## src/rtl/ultrasonido_scheduler.sv

```systemverilog
// Round-robin scheduler sharing one ultrasonic ranging engine across several sensors.
// Routes trigger/echo of the selected sensor, enforces timeout and guard interval, stores results.
module ultrasonido_scheduler #(
    parameter int NUM_SENSORS    = 2,
    parameter int COUNT_W        = 32,
    parameter int TIMEOUT_CYCLES = 1_500_000,
    parameter int GUARD_CYCLES   = 3_000_000
) (
    input  logic                           clk,
    input  logic                           rst,
    input  logic                           enable_i,
    input  logic [NUM_SENSORS-1:0]         echo_i,
    output logic [NUM_SENSORS-1:0]         trig_o,
    output logic                           eng_ready_o,
    output logic                           eng_abort_o,
    output logic                           eng_echo_o,
    input  logic                           eng_trigger_i,
    input  logic                           eng_done_i,
    input  logic [COUNT_W-1:0]             eng_count_i,
    output logic [NUM_SENSORS*COUNT_W-1:0] count_o,
    output logic [NUM_SENSORS-1:0]         valid_o,
    output logic [NUM_SENSORS-1:0]         timeout_o,
    output logic                           sample_o,
    output logic [2:0]                     sample_idx_o,
    output logic                           busy_o
);

    localparam int MAX_CYC = (TIMEOUT_CYCLES > GUARD_CYCLES) ? TIMEOUT_CYCLES : GUARD_CYCLES;
    localparam int CNT_W   = $clog2(MAX_CYC + 1);
    localparam logic [CNT_W-1:0] TIMEOUT_LAST = CNT_W'(TIMEOUT_CYCLES - 1);
    localparam logic [CNT_W-1:0] GUARD_LAST   = CNT_W'(GUARD_CYCLES - 1);
    localparam logic [2:0]       SEL_LAST     = 3'(NUM_SENSORS - 1);

    typedef enum logic [2:0] {
        S_IDLE,
        S_START,
        S_MEASURE,
        S_ABORT,
        S_GUARD
    } state_t;

    state_t                   state_reg, state_next;
    logic [CNT_W-1:0]         cnt_reg, cnt_next;
    logic [2:0]               sel_reg, sel_next;
    logic                     done_wr, abort_wr;
    logic [NUM_SENSORS-1:0]   sel_onehot;
    logic                     sample_reg;
    logic [2:0]               sample_idx_reg;

    always_ff @(posedge clk or posedge rst) begin
        if (rst) begin
            state_reg <= S_IDLE;
            cnt_reg   <= '0;
            sel_reg   <= '0;
        end else begin
            state_reg <= state_next;
            cnt_reg   <= cnt_next;
            sel_reg   <= sel_next;
        end
    end

    always_comb begin
        state_next  = state_reg;
        cnt_next    = cnt_reg;
        sel_next    = sel_reg;
        done_wr     = 1'b0;
        abort_wr    = 1'b0;
        eng_ready_o = 1'b0;
        eng_abort_o = 1'b0;
        case (state_reg)
            S_IDLE: begin
                cnt_next = '0;
                if (enable_i) state_next = S_START;
            end
            S_START: begin
                eng_ready_o = 1'b1;
                cnt_next    = '0;
                state_next  = S_MEASURE;
            end
            S_MEASURE: begin
                cnt_next = cnt_reg + CNT_W'(1);
                // A completion on the final allowed cycle still counts as a good result.
                if (eng_done_i) begin
                    done_wr    = 1'b1;
                    cnt_next   = '0;
                    state_next = S_GUARD;
                end else if (cnt_reg == TIMEOUT_LAST) begin
                    cnt_next   = '0;
                    state_next = S_ABORT;
                end
            end
            S_ABORT: begin
                eng_abort_o = 1'b1;
                abort_wr    = 1'b1;
                cnt_next    = '0;
                state_next  = S_GUARD;
            end
            S_GUARD: begin
                cnt_next = cnt_reg + CNT_W'(1);
                if (cnt_reg == GUARD_LAST) begin
                    cnt_next   = '0;
                    sel_next   = (sel_reg == SEL_LAST) ? 3'd0 : sel_reg + 3'd1;
                    state_next = enable_i ? S_START : S_IDLE;
                end
            end
            default: state_next = S_IDLE;
        endcase
    end

    // Per-sensor routing and result registers.
    for (genvar gi = 0; gi < NUM_SENSORS; gi++) begin : g_sensor
        logic               valid_reg;
        logic               timeout_reg;
        logic [COUNT_W-1:0] count_reg;

        assign sel_onehot[gi] = (sel_reg == 3'(gi));
        assign trig_o[gi]     = sel_onehot[gi] & eng_trigger_i;

        always_ff @(posedge clk or posedge rst) begin
            if (rst) begin
                valid_reg   <= 1'b0;
                timeout_reg <= 1'b0;
                count_reg   <= '0;
            end else if (sel_onehot[gi]) begin
                if (done_wr) begin
                    valid_reg   <= 1'b1;
                    timeout_reg <= 1'b0;
                    count_reg   <= eng_count_i;
                end else if (abort_wr) begin
                    valid_reg   <= 1'b0;
                    timeout_reg <= 1'b1;
                end
            end
        end

        assign valid_o[gi]                     = valid_reg;
        assign timeout_o[gi]                   = timeout_reg;
        assign count_o[gi*COUNT_W +: COUNT_W]  = count_reg;
    end

    assign eng_echo_o = |(echo_i & sel_onehot);

    always_ff @(posedge clk or posedge rst) begin
        if (rst) begin
            sample_reg     <= 1'b0;
            sample_idx_reg <= '0;
        end else begin
            sample_reg <= done_wr | abort_wr;
            if (done_wr | abort_wr) sample_idx_reg <= sel_reg;
        end
    end

    assign sample_o     = sample_reg;
    assign sample_idx_o = sample_idx_reg;
    assign busy_o       = (state_reg != S_IDLE);

endmodule

```

## config.mk

```make
export PLATFORM = sky130hd
export DESIGN_NAME = ultrasonido_scheduler
export DESIGN_NICKNAME = d
export VERILOG_FILES = /design/src/rtl/ultrasonido_scheduler.sv
export SDC_FILE = /design/constraint.sdc
export NUM_CORES = 1
export LEC_CHECK = 0
export CAP_MARGIN = 20
export CORE_MARGIN = 8
export CORE_UTILIZATION = 44
export DETAILED_ROUTE_END_ITERATION = 12
export GPL_ROUTABILITY_DRIVEN = 1
export PLACE_DENSITY = 0.87
export SLEW_MARGIN = 20
export SYNTH_ARGS = -nofsm -noshare
export SYNTH_HDL_FRONTEND = slang
export SYNTH_SLANG_ARGS = --single-unit
```

## constraint.sdc

```tcl
create_clock -name clk -period 3.4 [get_ports clk]
set_clock_uncertainty 0.1 [all_clocks]
set_input_delay 0.68 -clock clk [delete_from_list [all_inputs] [get_ports clk]]
set_output_delay 0.68 -clock clk [all_outputs]
set_load 0.03 [all_outputs]
```

# Yosys cells after proc, flatten, opt, wreduce, memory -nomap -nowiden
# Cells that the tools add are included.
[totals] register_bits=100 in_bits=39 out_inout_bits=78 word_cells=59
[op_classes] add_sub_neg=2 eq_ne=10 mux=19 bitwise_logic=4 n_reduce_logical=13
[op_table] operator="two-way mux 22 bit" n=3
[op_table] operator="one-hot mux 22 bit (3 select lines)" n=1
[op_table] operator="adder 22 x 1 -> 22 bit, second input constant" n=1
[op_table] operator="equality test 22 x 21 -> 1 bit, second input constant" n=1
[op_table] operator="equality test 22 bit, second input constant" n=1
[op_table] operator="two-way mux 3 bit" n=5
[op_table] operator="one-hot mux 3 bit (5 select lines)" n=1
[op_table] operator="AND reduction 2 bit" n=5
[op_table] operator="two-way mux 1 bit" n=9
[op_table] operator="equality test 3 x 1 -> 1 bit, second input constant" n=2
[op_table] operator="equality test 3 x 2 -> 1 bit, second input constant" n=2
[op_table] operator="zero test 3 bit" n=2
[op_table] operator="nonzero test 3 bit" n=2
[op_table] operator="!= test 2 bit, second input constant" n=2
[op_table] operator="adder 3 x 1 -> 3 bit, second input constant" n=1
[op_table] operator="equality test 3 bit, second input constant" n=1
[op_table] operator="!= test 3 bit, second input constant" n=1
[op_table] operator="AND reduction 3 bit" n=1
[op_table] operator="OR reduction 3 bit" n=1
[op_table] operator="bitwise AND 1 bit" n=2
[op_table] operator="bitwise AND 2 bit" n=1
[op_table] operator="nonzero test 2 bit" n=1
[op_table] operator="OR reduction 2 bit" n=1
[op_table] operator="OR 1 bit" n=1

# Logic depth before layout (Yosys ltp)
# Gate-level depths: netlist (run 1).
[logic_depth] depth_word=4 mapped_depth=8 ltp_nobuf=6

# Worst setup path before layout (run 1)
# OpenSTA, ideal clock, no wires.
[synth_timing] kind="input port to output port" from="input port echo_i[1]" to="output port eng_echo_o" t_arrival_ns=1.394 required_time_ns=2.620 slack_ns=1.226 path_stages=2 n_path_buf=0 path_cell_list="mux2i_1 nor3_1"
[synth_via] elab_chain_len=2
[synth_lines] element="start, declared" line_no="12" source="input logic [NUM_SENSORS-1:0] echo_i,"
[synth_lines] element="bitwise AND 2 bit" line_no="141" source="assign eng_echo_o = |(echo_i & sel_onehot);"
[synth_lines] element="OR reduction 2 bit" line_no="141"
[synth_lines] element="end, declared" line_no="16" source="output logic eng_echo_o,"
# No other way between the ends.

# Worst setup path in the final report (run 1)
[layout_timing] from="register sel_reg[0]" to="output port trig_o[0]"
[layout_via] elab_chain_len=2
[layout_lines] element="start, declared" line_no="44" source="logic [2:0] sel_reg, sel_next;"
[layout_lines] element="start signal, assigned" line_no="58" source="sel_reg <= sel_next;"
[layout_lines] element="zero test 3 bit" line_no="116" source="assign sel_onehot[gi] = (sel_reg == 3'(gi));"
[layout_lines] element="bitwise AND 1 bit" line_no="117" source="assign trig_o[gi] = sel_onehot[gi] & eng_trigger_i;"
[layout_lines] element="end, declared" line_no="13" source="output logic [NUM_SENSORS-1:0] trig_o,"
# No other way between the ends.

==> results of run 1 <==
-- power groups by stage --
stage | clock [mW] | combinational [mW] | sequential (mW)
after floorplan | 0 | 0.565 | 1.95
after global placement | 0 | 1.50 | 1.58
after detailed placement | 0 | 1.54 | 1.59
after CTS | 0.783 | 1.54 | 1.57
after global routing | 0.833 | 1.61 | 1.60
final | 0.762 | 1.52 | 1.57
-- logic make-up after synthesis --
| group | after synthesis | synth area share, % |
|---|---|---|
| AND/OR/NAND/NOR | 118 | 14.1 |
| adder cells (fa/ha/maj) | 1 | 0.285 |
| buffers and inverters | 28 | 3.33 |
| multiplexers | 69 | 17.6 |
| AO/OA/AOI/OAI | 31 | 4.72 |
| flip-flops | 100 | 56.9 |
| XOR/XNOR | 15 | 2.99 |
-- layer usage --
layer / global-route usage [%] / up-vias / share of wire [%]
li1: - / 1492 / -
met1: 17.9 / 1583 / 40
met5: 0 / - / 0
met3: 3.70 / 11 / 6.8
met2: 27.7 / 106 / 52
met4: 5.45 / 0 / 1.3
-- path summary, 6_finish.rpt --
| kind | start | end | slack (ns) | cells past startpoint |
|---|---|---|---|---|
| max | sel_reg[0] | trig_o[0] | 0.58 | 3 |
| max in group asynchronous | rst | cnt_reg[8] | 1.90 | 3 |
| min in group asynchronous | rst | g_sensor[0].count_reg[22] | 0.59 | 2 |
| min | g_sensor[1].timeout_reg | g_sensor[1].timeout_reg | 0.41 | 1 |
| max reg2reg | cnt_reg[12] | cnt_reg[18] | 0.98 | 5 |
| min reg2reg | g_sensor[1].timeout_reg | g_sensor[1].timeout_reg | 0.41 | 1 |
-- cells in the final DEF (no fill, tap or decap), types with 7 or more instances in the layout --
master	netlist	final
inv_1	11	10
nand4_1	7	7
o21ai_0	9	9
clkdlybuf4s50_1	0	116
xnor2_1	12	12
and3_1	8	8
nor2_1	25	25
nand3_1	8	8
nand2_1	29	29
dfrtp_1	100	100
nor3_1	16	16
clkbuf_8	0	9
mux2_2	68	68
-- area by class of cell --
| cell class | count | area (um2) | area share, % |
|---|---|---|---|
| sequential | 100 | 2500 | 42.7 |
| inverter | 11 | 42.5 | 0.726 |
| multi-input combinational | 234 | 1750 | 29.8 |
| timing repair buffer | 120 | 1200 | 20.5 |
| clock inverter | 6 | 72.6 | 1.24 |
| clock buffer | 10 | 128 | 2.18 |
| tap | 133 | 166 | 2.84 |
-- cells in the mapped netlist, drive strengths merged, types with 2 or more instances --
| cell type | number |
|---|---|
| o31ai | 2 |
| o21ai | 10 |
| nor2 | 25 |
| nor4b | 2 |
| a21oi | 4 |
| o211ai | 3 |
| inv | 11 |
| nor3 | 17 |
| nand2 | 29 |
| buf | 14 |
| dfrtp | 100 |
| and3 | 8 |
| nand2b | 4 |
| xor2 | 3 |
| nand4 | 7 |
| mux2 | 68 |
| and2 | 4 |
| xnor2 | 12 |
| nor2b | 3 |
| clkbuf | 3 |
| and4b | 2 |
| nand3 | 8 |
| o21a | 2 |
| o22ai | 2 |
| and4 | 2 |
-- through the flow --
step           hold slack, ns  power, mW  instances  area (um2)  setup WS, ns
2_1_floorplan           0.365       2.52        362        4400       0.00122
3_3_place_gp            0.384       3.08        598        5660         0.592
3_5_place_dp            0.392       3.13        598        5660         0.589
4_1_cts                 0.413       3.89        614        5860         0.559
5_1_grt                 0.424       4.04        614        5860         0.489
6_report                0.407       3.85        614        5860         0.579
==> flow_summary.ini, run 1 <==
[floorplanning]
rows = 36
die_h_um = 116
start_util_pct = 45.2
coreArea_um2 = 9730
boundaryPins = 117
die-area_um2 = 13400
fp.dieW_um = 116

[global_routing]
grt_pass1_vias = 3404
grt_overflow_total = 0
grt_max_degree = 45
track_usage_pct = 15.6
antenna_found_initial = 0
grt_pass1_wl_um = 16700

[final_layout]
antenna_cells = 0
layout-drive-gt1-share_pct = 19.1
largest_reg_flops = 64
area_growth_pct = 33.4
num-fill-cells = 771
nets = 516
fin_util_pct = 60.3

[clocking]
htreeDepth = 3
numClockSinks = 100
root_buffer = clkbuf_8
ctsHoldBuffers = 0
cts_made_buffers = 9
post_cts_buffers = 0
cts_buffer_depth = 2
cts_tree = built
cts_resized = 0
path_clk_slew_ns = 0.10
clock_latency_ns = 0.36

[pwr]
p_switching_mw = 1.41
comb_power_share_pct = 39.5
p_clk_share_pct = 19.8
powerDensity_nw_per_um2 = 657
p_int_mw = 2.44
p_seq_share_pct = 40.7
swShare_pct = 36.7
leakage_nw = 2.55
vdd_drop_max_mv = 0.303

[timing]
layout_min_cycle_time_ns = 2.82
maxSlewViolCount = 0
relSlewSlack_pct = 50.5
hold_viol = 0
rsz0062_at_grt = no
setup-violations-final = 0
period_share_pct = 83.0
fin_tns_setup_ns = 0
worst_pin_slew_ns = 0.740
fmax_mhz = 354

[worst_setup_path]
cp_max_fo = 9
critical-path-slowest-cell = clkdlybuf4s50_1
start_kind = flop
crit_family = buffers and inverters
cp_slowest_stage_delay_ns = 0.67
worst_ep_required_time_ns = 2.62
endpoint_kind = output port
crit_chain = nor3_1, and2_1, clkdlybuf4s50_1
worst-endpoint-arrival_ns = 2.04
crit_type = flop to output port
worstPathBufferInverterCount = 1

[logic_synthesis]
yosysSeqAreaShare_pct = 56.9
ys_ff_latch = 100
ys.flop_type = dfrtp_1
ys_async_sr_fraction_pct = 100
avgSynthCellArea_um2 = 12.1
synth.area.top_cells = dfrtp_1 (57%), mux2_2 (17%), nand2_1 (2.5%), xnor2_1 (2.4%), nor2_1 (2.1%)
netlist_instances = 362
synth_edf_count = 0
netlist_area_um2 = 4400
synth_cell_types = 49
yosys.area.top_type = dfrtp_1
synth_top_area_share_pct = 56.9
yosysWarnings = 0
synthesis.nets = 402

[run_status]
run_status = complete, no violations

[detailed_routing]
ant_nets = 0
vias_per_cell = 5.20
wl_per_cell_um = 16.7
dr.pass1.iters = 5
routed_wl_um = 10200
drtIter0Drc = 181
post-route-drc-count = 0
vias = 3192

[job]
cap_viol_max_count = 0

[worst_hold_path]
hp-class = flop to flop

[placed_design]
port_buffers = 116
gp_congestion = 0.851
dp_hpwl_um = 7770
No activity file was read; power rests on OpenSTA's default activity.
==> run 2: changes to the inputs <==
CORE_UTILIZATION = 45   (was 44)
PLACE_DENSITY = 0.85   (was 0.87)
clock period = 2.78 ns   (was 3.4 ns; I/O delays follow)
==> flow_summary.ini, run 2 (synthesis results as in run 1) <==
[run_status]
run_status = complete, no violations

[global_routing]
grt_max_degree = 69
grt_pass1_vias = 3314
track_usage_pct = 16.5
antenna_found_initial = 0
grt_pass1_wl_um = 17300
grt_overflow_total = 0

[clocking]
cts_tree = built
numClockSinks = 100
ctsHoldBuffers = 0
cts_made_buffers = 9
root_buffer = clkbuf_8
path_clk_slew_ns = 0.10
clock_latency_ns = 0.36
htreeDepth = 3
cts_buffer_depth = 2

[worst_setup_path]
reg2reg_to = cnt_reg[12]
critical-path-slowest-cell = clkdlybuf4s50_1
cp_slowest_stage_delay_ns = 0.66
ff2ff_path_depth = 5
crit_family = buffers and inverters
endpoint_kind = output port
crit_type = flop to output port
reg2reg_from = cnt_reg[12]
crit_chain = nor3_2, and2_1, clkdlybuf4s50_1
worst-endpoint-arrival_ns = 1.96
cp_max_fo = 9
r2r_setup_slack_ns = 0.38
worstPathBufferInverterCount = 1
crit_start = sel_reg[0]
start_kind = flop
worst_ep_required_time_ns = 2.12

[timing]
period_share_pct = 93.9
setup-violations-final = 0
maxSlewViolCount = 0
layout_min_cycle_time_ns = 2.61
rsz0062_at_grt = no
fin_tns_setup_ns = 0
fmax_mhz = 383
fin_ws_ns = 0.168
hold_viol = 0
relSlewSlack_pct = 47.0
worst_pin_slew_ns = 0.793

[detailed_routing]
wl_per_cell_um = 17.4
vias = 3234
vias_per_cell = 5.27
ant_nets = 0
dr.pass1.iters = 5
post-route-drc-count = 0
drtIter0Drc = 172
routed_wl_um = 10700

[job]
cap_viol_max_count = 0

[final_layout]
area_growth_pct = 33.4
antenna_cells = 0
final_cell_mix = clkdlybuf4s50_1 (115), dfrtp_1 (100), mux2_2 (68), nand2_1 (29), nor2_1 (25)
fin_util_pct = 60.9
design_area_um2 = 5870
mostFrequentLayoutCell = clkdlybuf4s50_1
largest_reg_flops = 64
nets = 516
layout-drive-gt1-share_pct = 19.5
num-fill-cells = 760

[floorplanning]
rows = 36
start_util_pct = 45.6
fp.dieW_um = 115
die_h_um = 115
die-area_um2 = 13200
boundaryPins = 117
coreArea_um2 = 9640

[placed_design]
placed_cell_area_um2 = 5670
gp_congestion = 0.843
dpl_worst_slack_ns = 0.208
dp_hpwl_um = 7960
port_buffers = 116

[pwr]
leakage_nw = 2.57
vdd_drop_max_mv = 0.336
powerDensity_nw_per_um2 = 801

[worst_hold_path]
hp-class = input port to async pin
==> run 2: worst register-to-register path: stages, from the launching register on <==
cell	delay [ns]
dfrtp_1	0.44
nand4bb_1	0.28
or3_1	0.44
o21ba_1	0.35
nor3_4	0.54
nor2_1	0.13
==> run 2: worst max-delay path by stage <==
| stage | depth (start not counted) | end | slack (ns) |
|---|---|---|---|
| after floorplan | 3 | eng_echo_o | 0.79 |
| after global placement | 4 | eng_echo_o | 0.21 |
| after detailed placement | 4 | eng_echo_o | 0.21 |
| after CTS | 3 | trig_o[0] | 0.06 |
| after global routing | 3 | trig_o[0] | 0.08 |
| final | 3 | trig_o[0] | 0.17 |
==> run 2: stage by stage <==
stage	power, mW	hold WS, ns	cells
finish	4.70	0.389	614
global placement	3.78	0.376	598
detailed placement	3.85	0.383	598
global route	4.93	0.394	614
CTS	4.74	0.390	614
floorplan	3.08	0.365	362
==> run 2: layout make-up <==
cell class                 count  area (um2)  area share [%]
sequential                   100        2500            42.7
multi-input combinational    234        1750            29.9
timing repair buffer         120        1210            20.6
tap                          133         166            2.84
clock buffer                  10         138            2.35
clock inverter                 6        56.3           0.960
inverter                      11        45.0           0.768
==> run 2: repair_timing <==
item / 4_1_cts / 5_1_grt
resized for setup: 0 / 2
endpoints found under the setup margin: 0 / 2
setup buffers: 0 / 0
==> run 2: routing by layer <==
| layer | wire length [um] | track usage (%) | vias to the layer above |
|---|---|---|---|
| li1 | - | - | 1502 |
| met1 | 4480 | 19.4 | 1608 |
| met2 | 5250 | 28.8 | 116 |
| met3 | 810 | 4.25 | 8 |
| met4 | 125 | 5.43 | 0 |
| met5 | 0 | 0 | - |
==> run 2: where the power goes <==
part	total (mW)	switching (mW)	internal, mW
registers	1.92	0.185	1.74
logic	1.88	1.06	0.816
clock network	0.898	0.530	0.368
total	4.70	1.78	2.92
==> run 3: changes to the inputs <==
MAX_ROUTING_LAYER = met4   (was unset)
==> flow_summary.ini, run 3 (synthesis results as in run 1) <==
[clocking]
cts_buffer_depth = 2
numClockSinks = 100
cts_made_buffers = 9
path_clk_slew_ns = 0.10
root_buffer = clkbuf_8
clock_latency_ns = 0.36
htreeDepth = 3
cts_tree = built

[pwr]
leakage_nw = 2.57
fin_total_pwr_mw = 4.70
p_seq_share_pct = 41.0
p_clk_share_pct = 19.1
powerDensity_nw_per_um2 = 801
p_int_mw = 2.92
p_switching_mw = 1.77
comb_power_share_pct = 39.9
swShare_pct = 37.8
vdd_drop_max_mv = 0.336

[detailed_routing]
ant_nets = 0
wl_per_cell_um = 17.4
post-route-drc-count = 0
vias = 3211
dr.pass1.iters = 4
routed_wl_um = 10700
vias_per_cell = 5.23
drtIter0Drc = 173

[final_layout]
layout-drive-gt1-share_pct = 19.5
multi_input_area_um2 = 1750
design_area_um2 = 5870
layout.cells.non_filler = 614
num-fill-cells = 760
final_cell_mix = clkdlybuf4s50_1 (115), dfrtp_1 (100), mux2_2 (68), nand2_1 (29), nor2_1 (25)
nets = 516
antenna_cells = 0
ff_latch_area_um2 = 2500
largest_reg_flops = 64
fin_util_pct = 60.9
mostFrequentLayoutCell = clkdlybuf4s50_1
area_growth_pct = 33.4

[timing]
layout_min_cycle_time_ns = 2.62
fin_ws_ns = 0.164
setup-violations-final = 0
fin_tns_setup_ns = 0
worst_pin_slew_ns = 0.799
hold_viol = 0
maxSlewViolCount = 0
relSlewSlack_pct = 46.6
fmax_mhz = 382
hold_ws_ns = 0.386
period_share_pct = 94.1
rsz0062_at_grt = no

[worst_hold_path]
hp-class = input port to async pin

[worst_setup_path]
worst-endpoint-arrival_ns = 1.96
r2r_setup_slack_ns = 0.39
worst_ep_required_time_ns = 2.12
crit_chain = nor3_2, and2_1, clkdlybuf4s50_1
cp_slowest_stage_delay_ns = 0.66
reg2reg_from = cnt_reg[12]
reg2reg_to = cnt_reg[12]
crit_end = trig_o[0]
start_kind = flop
crit_type = flop to output port
ff2ff_path_depth = 5
crit_start = sel_reg[0]
cp_max_fo = 9
critical-path-slowest-cell = clkdlybuf4s50_1
endpoint_kind = output port

[global_routing]
grt_overflow_total = 0
grt_pass1_wl_um = 17300
track_usage_pct = 16.9
antenna_found_initial = 0
grt_pass1_vias = 3324
grt_max_degree = 69

[placed_design]
dp.cells = 598
gp_congestion = 0.856
port_buffers = 116
dp_hpwl_um = 7960
placed_cell_area_um2 = 5670
dpl_worst_slack_ns = 0.208

[floorplanning]
boundaryPins = 117
rows = 36
start_util_pct = 45.6
die_h_um = 115
fp.dieW_um = 115
die-area_um2 = 13200
coreArea_um2 = 9640

[run_status]
run_status = complete, no violations

[job]
cap_viol_max_count = 0
## run 3: worst max-delay path: cells and delay by family (launching register included)
kind / cells / cell delay [ns]
buffers and inverters: 1 / 0.66
DFF: 1 / 0.51
and+or+nand+nor: 2 / 0.44
## run 3: worst min-delay path by stage
stage | to | cells after the start | start | slack (ns)
2_1_floorplan | g_sensor[0].timeout_reg | 1 | g_sensor[0].timeout_reg | 0.37
3_3_place_gp | g_sensor[0].timeout_reg | 1 | g_sensor[0].timeout_reg | 0.38
3_5_place_dp | g_sensor[0].timeout_reg | 1 | g_sensor[0].timeout_reg | 0.38
4_1_cts | g_sensor[1].count_reg[21] | 2 | rst | 0.39
5_1_grt | g_sensor[0].count_reg[20] | 2 | rst | 0.40
6_report | g_sensor[1].count_reg[22] | 2 | rst | 0.39
## run 3: layout make-up
type / count / area share (%)
multi-input combinational: 234 / 29.9
timing repair buffer: 120 / 20.6
tap: 133 / 2.84
sequential: 100 / 42.7
inverter: 11 / 0.768
clock buffer: 10 / 2.35
clock inverter: 6 / 0.960
## run 3: what timing repair did
item                       CTS  global route
setup buffers                0             0
setup endpoints to repair    0             2
hold buffers                 0             0
gates resized for setup      0             2
## run 3: per-layer routing
layer / vias up / track usage [%] / part of all wire [%]
li1: 1499 / - / -
met2: 115 / 28.9 / 49
met4: 0 / 5.43 / 1.4
met3: 10 / 4.10 / 7.7
met5: - / - / 0
met1: 1587 / 19.2 / 42
## run 3: power groups by stage
stage               clock [mW]  combinational [mW]  sequential, mW
floorplan                    0               0.691            2.39
global placement             0                1.85            1.93
detailed placement           0                1.90            1.95
CTS                      0.917                1.90            1.92
global route             0.976                1.99            1.96
finish                   0.897                1.88            1.93
==> variant 1: new RTL, config.mk and constraints of run 3 <==
Re-encode `state_t` (5 states) as one-hot, 5 bits wide.
--- a/src/rtl/ultrasonido_scheduler.sv
+++ b/src/rtl/ultrasonido_scheduler.sv
@@ -31,12 +31,12 @@
     localparam logic [CNT_W-1:0] GUARD_LAST   = CNT_W'(GUARD_CYCLES - 1);
     localparam logic [2:0]       SEL_LAST     = 3'(NUM_SENSORS - 1);
 
-    typedef enum logic [2:0] {
-        S_IDLE,
-        S_START,
-        S_MEASURE,
-        S_ABORT,
-        S_GUARD
+    typedef enum logic [4:0] {
+        S_IDLE    = 5'b00001,
+        S_START   = 5'b00010,
+        S_MEASURE = 5'b00100,
+        S_ABORT   = 5'b01000,
+        S_GUARD   = 5'b10000
     } state_t;
 
     state_t                   state_reg, state_next;
Check against the original RTL: same outputs for any inputs over 10 cycles, from zero or initial values and one cycle with rst high; not proved beyond that.
==> variant 1 against run 3 <==
  * Worst hold slack improved by 27 ps
  * Routed wire length increased by 4.4%
  * Global-route usage up 0.62 points
  * Synthesized cell count rose by 1.9%
  * Count of clock-buffer cells in the layout is the same
  * Clock power is 1% higher
  * Sequential cell count grew 2
  * Non-clock buffer count increased by 4
  * Synthesized area increased by 2.8%
  * Setup slack worse by 36 ps
  * Final area increased by 2.8%
  * Total power increased by 2.3%
  * Critical endpoint unchanged
==> variant 1: results <==
set metrics [dict create \
    fin_ws_ps 127 \
    buffer_area_frac 0.207 \
    viasPerCell 5.44 \
    critPathLaunch "eng_trigger_i" \
    status "complete, no violations" \
    fin_util 0.617 \
    synth_xor_area_frac 0.0174 \
    place.gp.congestion 0.859 \
    nMultiInputCombCells 241 \
    seq_share 0.424 \
    first_iter_violations 189 \
    final_nets 524 \
    tightest_slew_ps 827 \
    met3_usage 0.0507 \
    ys_types 54 \
    multi_input_area_um2 1840 \
    r2r_cells 6 \
    r2r-start "cnt_reg[0]" \
    seq_cell_count 102 \
    first_global_vias 3697 \
    syn_nets 409 \
    dp.final_hpwl_mm 8.10 \
    vdd_drop_max_v 0.000473 \
    synth_commonest_cells "dfrtp_1 (101), mux2_2 (67), nand2_1 (25)" \
    netlist_top_cells_area "dfrtp_1 (56%), mux2_2 (17%), nand2_1 (2.1%)" \
]
variant 1: cell types whose count changed after synthesis, sizes merged, moves of 5 or more:
cell,run 3,this run
o21ai,10,15
inv,11,6
nor2,25,14
clkbuf,3,10
xnor2,12,5
or4,0,5
nor3,17,10
a21oi,4,15
variant 1: metal layers:
| layer | part of all wire | wire (µm) |
|---|---|---|
| met5 | 0 | 0 |
| met4 | 0.030 | 336 |
| met3 | 0.059 | 662 |
| met2 | 0.51 | 5720 |
| met1 | 0.40 | 4420 |
variant 1: worst max-delay path, stage by stage:
cell and delay, ps:
clkdlybuf4s50_1 470, nor4b_1 230, clkdlybuf4s50_1 730
variant 1: timing repair:
item,CTS,global route
pin swaps,0,0
hold buffers,0,0
setup endpoints to repair,1,1
gates resized for setup,1,1
hold endpoints to repair,0,0
==> variant 2: new RTL, config.mk and constraints of run 3 <==
Without the edit above. `TIMEOUT_CYCLES`: 1_500_000 -> 6_000_000.
--- a/src/rtl/ultrasonido_scheduler.sv
+++ b/src/rtl/ultrasonido_scheduler.sv
@@ -3,7 +3,7 @@
 module ultrasonido_scheduler #(
     parameter int NUM_SENSORS    = 2,
     parameter int COUNT_W        = 32,
-    parameter int TIMEOUT_CYCLES = 1_500_000,
+    parameter int TIMEOUT_CYCLES = 6_000_000,
     parameter int GUARD_CYCLES   = 3_000_000
 ) (
     input  logic                           clk,
Function: no difference found for any inputs over 10 cycles, from zero or initial values and one cycle with rst high; that may be too few to reach the edited logic, so the function may still have changed.
==> variant 2 against run 3 <==
  * Routed wire length fell by 4.9%
  * Total power grew 2.7%
  * Sequential share of layout area down 0.27 points
  * Setup slack better by 24 ps
  * Sequential cell count rose by 1
  * Final area up 1.6%
  * Synthesized area up 0.43%
  * Largest cell class unchanged
  * Highest routed layer unchanged
==> variant 2: results <==
set metrics [dict create \
    yosys_warnings 0 \
    power_frac_comb 0.393 \
    path_clk_slew_ps 90 \
    firstDrtPassIters 4 \
    hold_slack_ps 412 \
    power.density_nw_per_um2 809 \
    syn_inst 353 \
    critPathLaunch "echo_i[0]" \
    relSlewSlack 0.633 \
    final_nets 512 \
    worstPathMaxFanout 1 \
    synth_commonest_cells "dfrtp_1 (101), mux2_2 (68), nor2_1 (30)" \
    r2r-start "cnt_reg[0]" \
    preCtsSetupSlack_ps 175 \
    r2r_slack_ps 630 \
    p_switching_uw 1690 \
    grt_pass1_wl_mm 16.4 \
    r2r_cells 6 \
    hold_class "reg -> reg" \
    grt_use_met2 0.266 \
    endpoint "eng_echo_o" \
    met3_usage 0.0336 \
    synth_compound_area_frac 0.0380 \
    crit_arrival_ps 1940 \
    place.gp.congestion 0.932 \
    dp.final_hpwl_mm 7.46 \
    grt_max_degree 58 \
    ys_types 45 \
    holdPathStages 1 \
    muxShareOfSynthArea 0.176 \
    whs_endpoint "g_sensor[1].count_reg[31]" \
    seq_power_share 0.397 \
    leakage_uw 0.00262 \
    netlist_top_cells_area "dfrtp_1 (57%), mux2_2 (17%), nor2_1 (2.6%)" \
    place_area_um2 5740 \
    clockBufferDepth 2 \
    vdd_drop_max_v 0.000462 \
    yosys.area_share.adder 0.00283 \
    yosysSeqAreaShare 0.572 \
    period_minus_slack_ps 2590 \
    cpPeakStageDelay_ps 690 \
    layout-drive-gt1-share 0.212 \
    hold_viol_final 0 \
    worstReg2RegEnd "sel_reg[1]" \
    cp_top_family "buffers and inverters" \
    wl_per_cell_um 16.6 \
    first_iter_violations 225 \
    use_met1 0.190 \
    track_usage 0.159 \
    status "complete, no violations" \
    syn_nets 393 \
    dpl.cell_count 594 \
    vias 3194 \
    fin_cells 610 \
    synth_xor_area_frac 0.0397 \
]
## variant 2: changes by cell type in the layout (fill, tap and decap cells not counted), sizes merged, moves of 3 or more
cell / before / now
clkinv: 3 / 0
inv: 12 / 6
a21o: 1 / 5
nor3: 17 / 7
o211ai: 3 / 0
nand2: 29 / 16
nor4: 1 / 6
nand3: 8 / 11
buf: 4 / 10
nand4b: 1 / 4
xor2: 3 / 8
nor2: 25 / 30
## variant 2: repair_timing
item	CTS	global route
resized for setup	0	1
setup endpoints to repair	0	1
setup buffers	0	0
## variant 2: metal layers
| layer | wire length (µm) | vias to the layer above |
|---|---|---|
| met5 | 0 | - |
| met4 | 131 | 0 |
| met3 | 640 | 14 |
| met2 | 5130 | 98 |
| met1 | 4240 | 1601 |
| li1 | - | 1481 |
## variant 2: area by class of cell
class	instances	area, µm²
clock buffer	10	128
clock inverter	6	95.1
multi-input combinational	229	1760
fill	804	3680
sequential	101	2530
inverter	5	22.5
timing repair buffer	126	1260
tap	133	166
